==> config.mk <==
export PLATFORM = sky130hd
export DESIGN_NAME = uart_host_link
export DESIGN_NICKNAME = d
export VERILOG_FILES = /design/src/rtl/uart_host_link.sv
export SDC_FILE = /design/constraint.sdc
export NUM_CORES = 1
export LEC_CHECK = 0
export CORE_UTILIZATION = 23
export CTS_BUF_LIST = sky130_fd_sc_hd__clkbuf_4
export CTS_CLUSTER_SIZE = 24
export DETAILED_ROUTE_END_ITERATION = 10
export GPL_TIMING_DRIVEN = 0
export SLEW_MARGIN = 10
export SYNTH_ARGS = -nofsm -noshare
export SYNTH_HDL_FRONTEND = slang
export SYNTH_SLANG_ARGS = --single-unit
==> constraint.sdc <==
create_clock -name clk -period 3.5 [get_ports clk]
set_input_delay 1.05 -clock clk [delete_from_list [all_inputs] [get_ports clk]]
set_output_delay 1.05 -clock clk [all_outputs]
set_load 0.01 [all_outputs]
==> src/rtl/uart_host_link.sv <==
// uart_host_link: host-side UART peer; sends one request byte and returns one response byte.
// 8N1 by default; define UART_HOST_PARITY_EN for 8E1 with parity check.
module uart_host_link #(
    parameter int BAUDRATE      = 115200,
    parameter int CLK_FREQ      = 100000000,
    parameter int TIMEOUT_BAUDS = 32
) (
    input  logic       clk,
    input  logic       rst,
    input  logic       req_valid,
    output logic       req_ready,
    input  logic [7:0] req_byte,
    output logic       rsp_valid,
    output logic [7:0] rsp_byte,
    output logic       rsp_timeout,
    output logic       rsp_frame_err,
    output logic       rsp_parity_err,
    output logic       uart_txd,
    input  logic       uart_rxd
);
    localparam int DIV = CLK_FREQ / BAUDRATE;
    localparam int CW  = $clog2(DIV);
    localparam int TW  = $clog2(TIMEOUT_BAUDS + 1);
    localparam logic [CW-1:0] BIT_END  = CW'(DIV - 1);
    localparam logic [CW-1:0] HALF_END = CW'(DIV / 2 - 1);
    localparam logic [TW-1:0] TMO_END  = TW'(TIMEOUT_BAUDS - 1);

    typedef enum logic [3:0] {
        IDLE, TX_START, TX_DATA,
`ifdef UART_HOST_PARITY_EN
        TX_PAR, RX_PAR,
`endif
        TX_STOP, RX_WAIT, RX_START, RX_DATA, RX_STOP, DONE
    } state_t;

    state_t        state;
    logic [CW-1:0] baud_cnt;
    logic [TW-1:0] tmo_cnt;
    logic [2:0]    bit_cnt;
    logic [7:0]    tx_shift;
    logic [7:0]    rx_shift;
    logic          rx_s1, rx_s2, rx_prev;
    logic          bit_end;
    logic          rx_fall;

    assign bit_end = baud_cnt == BIT_END;
    assign rx_fall = rx_prev & ~rx_s2;

    always_ff @(posedge clk or posedge rst)
        if (rst) {rx_s1, rx_s2, rx_prev} <= 3'b111;
        else {rx_s1, rx_s2, rx_prev} <= {uart_rxd, rx_s1, rx_s2};

`ifdef UART_HOST_PARITY_EN
    logic tx_par;
    logic par_err;
`else
    assign rsp_parity_err = 1'b0;
`endif

    always_ff @(posedge clk or posedge rst)
        if (rst) begin
            state         <= IDLE;
            baud_cnt      <= '0;
            tmo_cnt       <= '0;
            bit_cnt       <= '0;
            tx_shift      <= '0;
            rx_shift      <= '0;
            uart_txd      <= 1'b1;
            req_ready     <= 1'b1;
            rsp_valid     <= 1'b0;
            rsp_byte      <= '0;
            rsp_timeout   <= 1'b0;
            rsp_frame_err <= 1'b0;
`ifdef UART_HOST_PARITY_EN
            tx_par         <= 1'b0;
            par_err        <= 1'b0;
            rsp_parity_err <= 1'b0;
`endif
        end else begin
            rsp_valid <= 1'b0;
            baud_cnt  <= bit_end ? '0 : baud_cnt + 1'b1;
            case (state)
                IDLE: begin
                    baud_cnt <= '0;
                    if (req_valid) begin
                        state         <= TX_START;
                        tx_shift      <= req_byte;
                        uart_txd      <= 1'b0;
                        req_ready     <= 1'b0;
                        bit_cnt       <= '0;
                        tmo_cnt       <= '0;
                        rsp_timeout   <= 1'b0;
                        rsp_frame_err <= 1'b0;
`ifdef UART_HOST_PARITY_EN
                        tx_par         <= ^req_byte;
                        par_err        <= 1'b0;
                        rsp_parity_err <= 1'b0;
`endif
                    end
                end
                TX_START: if (bit_end) begin
                    state    <= TX_DATA;
                    uart_txd <= tx_shift[0];
                end
                TX_DATA: if (bit_end) begin
                    if (bit_cnt == 3'd7) begin
`ifdef UART_HOST_PARITY_EN
                        state    <= TX_PAR;
                        uart_txd <= tx_par;
`else
                        state    <= TX_STOP;
                        uart_txd <= 1'b1;
`endif
                    end else begin
                        bit_cnt  <= bit_cnt + 1'b1;
                        uart_txd <= tx_shift[1];
                        tx_shift <= tx_shift >> 1;
                    end
                end
`ifdef UART_HOST_PARITY_EN
                TX_PAR: if (bit_end) begin
                    state    <= TX_STOP;
                    uart_txd <= 1'b1;
                end
                RX_PAR: if (bit_end) begin
                    state   <= RX_STOP;
                    par_err <= rx_s2 ^ (^rx_shift);
                end
`endif
                TX_STOP: if (bit_end) begin
                    state   <= RX_WAIT;
                    tmo_cnt <= '0;
                end
                RX_WAIT:
                    if (rx_fall) begin
                        state    <= RX_START;
                        baud_cnt <= '0;
                    end else if (bit_end) begin
                        if (tmo_cnt == TMO_END) begin
                            state       <= DONE;
                            rsp_valid   <= 1'b1;
                            rsp_timeout <= 1'b1;
                            rsp_byte    <= '0;
                        end else tmo_cnt <= tmo_cnt + 1'b1;
                    end
                // a start bit that is no longer low at mid-bit was a glitch; keep the timeout running
                RX_START: if (baud_cnt == HALF_END) begin
                    state    <= rx_s2 ? RX_WAIT : RX_DATA;
                    baud_cnt <= '0;
                    bit_cnt  <= '0;
                end
                RX_DATA: if (bit_end) begin
                    rx_shift <= {rx_s2, rx_shift[7:1]};
                    bit_cnt  <= bit_cnt + 1'b1;
`ifdef UART_HOST_PARITY_EN
                    if (bit_cnt == 3'd7) state <= RX_PAR;
`else
                    if (bit_cnt == 3'd7) state <= RX_STOP;
`endif
                end
                RX_STOP: if (bit_end) begin
                    state         <= DONE;
                    rsp_valid     <= 1'b1;
                    rsp_byte      <= rx_shift;
                    rsp_frame_err <= ~rx_s2;
`ifdef UART_HOST_PARITY_EN
                    rsp_parity_err <= par_err;
`endif
                end
                DONE: begin
                    state     <= IDLE;
                    req_ready <= 1'b1;
                    baud_cnt  <= '0;
                end
                default: state <= IDLE;
            endcase
        end
endmodule

==> impl_results.md <==
- Status: complete, no violations
- Pin count of the biggest net entering global routing: 37
- RSZ-0062 raised after global routing: false
- Number of I/O port buffers: 24
- Die height: 113 microns
- Maximum buffer depth of the clock tree: 2
- CTS tree: done
- Post-CTS Setup Bufs: 0
- Syn Inst Count: 279
- Register area share after synthesis: 0.485
- Io pins: 26
- Top FF cell, synth: dfrtp_1
- Maximum VDD drop: 141 uV
- Critical Path AT: about 1500 ps
- Placed cell count: 472
- GR Util All Layers: 0.0977
- Clock Pin Slew Worst Setup and Hold Paths: 170 ps
- CP Launch Point: uart_txd$_DFFE_PP1P_
- WL final: 5.96 mm
- Global route total overflow: 0
- CP Launch Type: flip-flop
- EDFF count, synth: 0
- Rows: 40
- Dpl hpwl: 4.29 mm
- Synthesized Nets: 296
- TritonRoute pass-1 iters: 5
- Commonest non-fill, non-tap cell in the layout: dfrtp_1
- Synthesized area per cell: roughly 10 sq um
- R2R depth: 6
- Post-Synthesis Cell Area: approximately 2900 sq um
- CTS Buf Count: 5
- Slowest stage delay, CP: 570 ps
- Vias per cell: 4.44
- 1st-iter DRT viols: 108
- Slew Limit Fails: 0
- Most frequent cells in the layout: dfrtp_1 (50), nand2_1 (35), clkdlybuf4s50_1 (24)
- Clock Skew: ~25 ps
- Worst hold start: rx_s1$_DFF_PP1_
- Critical Path Slowest Stage Cell: dfstp_2
- Nets: 328
- Setup TNS: 0 ps
- Crit path max-delay family: flip-flops
- # fillers: 1282
- Die Width: between 100 and 150 microns
- Max_slew headroom: 0.554
- Pwr/cell area: 519 nW/um^2
- Netlist cell types: 63
- Fraction of layout cells with a size suffix above 1: 0.144
- Met3 routed wirelength: 220 microns
- DIE AREA: between 10000 and 15000 sq um
- # hold bufs at CTS: 0
- R2R Path Start: baud_cnt[2]$_DFF_PP0_
- Final core occ: 0.283
- P&R area growth vs syn: 19.6%
- Setup CP Type: flip-flop to primary output
- Fin area: 3410 sq um
- Via count: roughly 2100
- First-pass GRT wire length: between 9 and 10 mm
- R2r setup slk: between 1000 and 1500 ps
- Initial antenna violation count: 0
- WHS Path Cells: 0
- Final hold viol count: 0
- Leakage power total: 1.39 nW
- Crit-path max FO: 2
- Final Cycle Share: 0.728
- Hold crit path type: flip-flop to flip-flop
- Crit end category: primary output
- Metal2 WL: 2.89 mm
- Top Metal Used: met4
- Flops & latches, synth: 55
- Post_cts resized: 0
- Htree depth: 2
- Bufs and invs on worst path: 1
- GPL Wtd Cong: 0.842
- Slew @ Worst Pin: 662 ps
- Final non-filler cell total: between 400 and 500
- Min Hold Slack: ~370 ps
- CP Cell Sequence: clkdlybuf4s50_1
- CTS root buf: clkbuf_4
- Vias in the first global route: around 2100
- Peak Freq: slightly below 400 MHz
- Clock sinks: 55
- Wirelength per Cell: 12.4 microns
- N_diodes: 0
- Crit path time final: roughly 2500 ps
- # DRC: 0
- Async set-or-reset flop fraction in the synthesized netlist: 1.00
- Number of routed nets with antenna violations: 0
- Clk_lat worst skew: 390 ps
- Area after DPL: 3320 sq um
- M1 wire length: 2.76 mm
- Req. time, crit path: 2450 ps
- Final setup violation count: 0
- Starting Density: 0.236
- Yosys warnings: 0
- Max cap viols: 0
- Hold path endpoint: rx_s2$_DFF_PP1_
- Worst R2R End: tmo_cnt[1]$_DFFE_PP0P_
- Core ar.: 12100 sq um
[cells in the mapped netlist, types with 2 or more instances]
cell type	count	area [sq um]
inv_1	13	48.8
o21ai_0	14	70.1
a41oi_1	2	17.5
nand2_1	35	131
nor2b_1	4	25.0
o21ai_1	2	10.0
a31oi_1	2	12.5
buf_4	3	22.5
xnor2_1	4	35.0
or3_1	2	12.5
dfrtp_1	50	1250
ha_1	5	62.6
and3_1	5	31.3
and2_1	2	12.5
o31ai_1	3	22.5
mux2i_1	16	160
clkbuf_1	7	26.3
nand2b_1	3	18.8
a211oi_1	2	15.0
nor2_1	23	86.3
nor4_1	3	18.8
dfstp_2	5	131
nand3_1	6	30.0
nand4_1	2	12.5
mux2_2	8	90.1
o221a_2	2	22.5
xor2_1	4	35.0
buf_2	2	10.0
mux2_4	3	45.0
nor3_1	5	25.0
a21oi_1	10	50.1
[state kept, by name (all words and copies together), names as in the netlist, 3 cells and up]
name      flops
state         4
rx_shift      8
rsp_byte      8
tx_shift      8
tmo_cnt       6
bit_cnt       3
baud_cnt     10
[per-layer routing]
layer | vias to the layer above | global-route usage
met5 | - | 0
met4 | 0 | 0.0333
met3 | 8 | 0.0204
met2 | 52 | 0.165
met1 | 1021 | 0.124
li1 | 1051 | -
[worst max path at each step]
stage,endpoint,depth (start not counted)
4_1_cts,uart_txd,1
5_1_grt,tx_shift[1]$_DFFE_PP0P_,5
3_5_place_dp,tx_shift[1]$_DFFE_PP0P_,5
2_1_floorplan,baud_cnt[0]$_DFF_PP0_,1
3_3_place_gp,tx_shift[3]$_DFFE_PP0P_,2
6_report,uart_txd,1
[report_power, final]
group / internal, mW / switching, mW
sequential: 0.745 / 0.0818
clock: 0.158 / 0.217
combinational: 0.223 / 0.344
[area by class of cell]
class	instances	area [sq um]	share of cell area
clock inverters	3	50.0	0.0147
multi-input cells	198	1350	0.396
inverters	13	48.8	0.0143
clock buffers	5	37.5	0.0110
well taps	168	210	0.0617
plain buffers	13	70.1	0.0206
repair buffers	25	260	0.0763
flip-flops and latches	55	1380	0.406
[cell families (layout without fill, tap and decap cells)]
kind of cell             count (synthesis)  after routing  synth area share
multiplexers                            27             27             0.104
flip-flops                              55             55             0.485
adder cells (fa/ha/maj)                  5              5            0.0219
XOR/XNOR                                 8              8            0.0246
AO/OA/AOI/OAI                           57             57             0.148
other                                    1              1           0.00132
AND/OR/NAND/NOR                        100            100             0.174
buffers and inverters                   26             59            0.0417
[stage by stage]
step,power (mW),setup slack [ps]
after global routing,1.89,850
after detailed placement,1.41,607
after CTS,1.79,921
after floorplan,1.24,1120
final,1.77,951
after global placement,1.39,42.5
No activity file was read; power rests on OpenSTA's default activity.
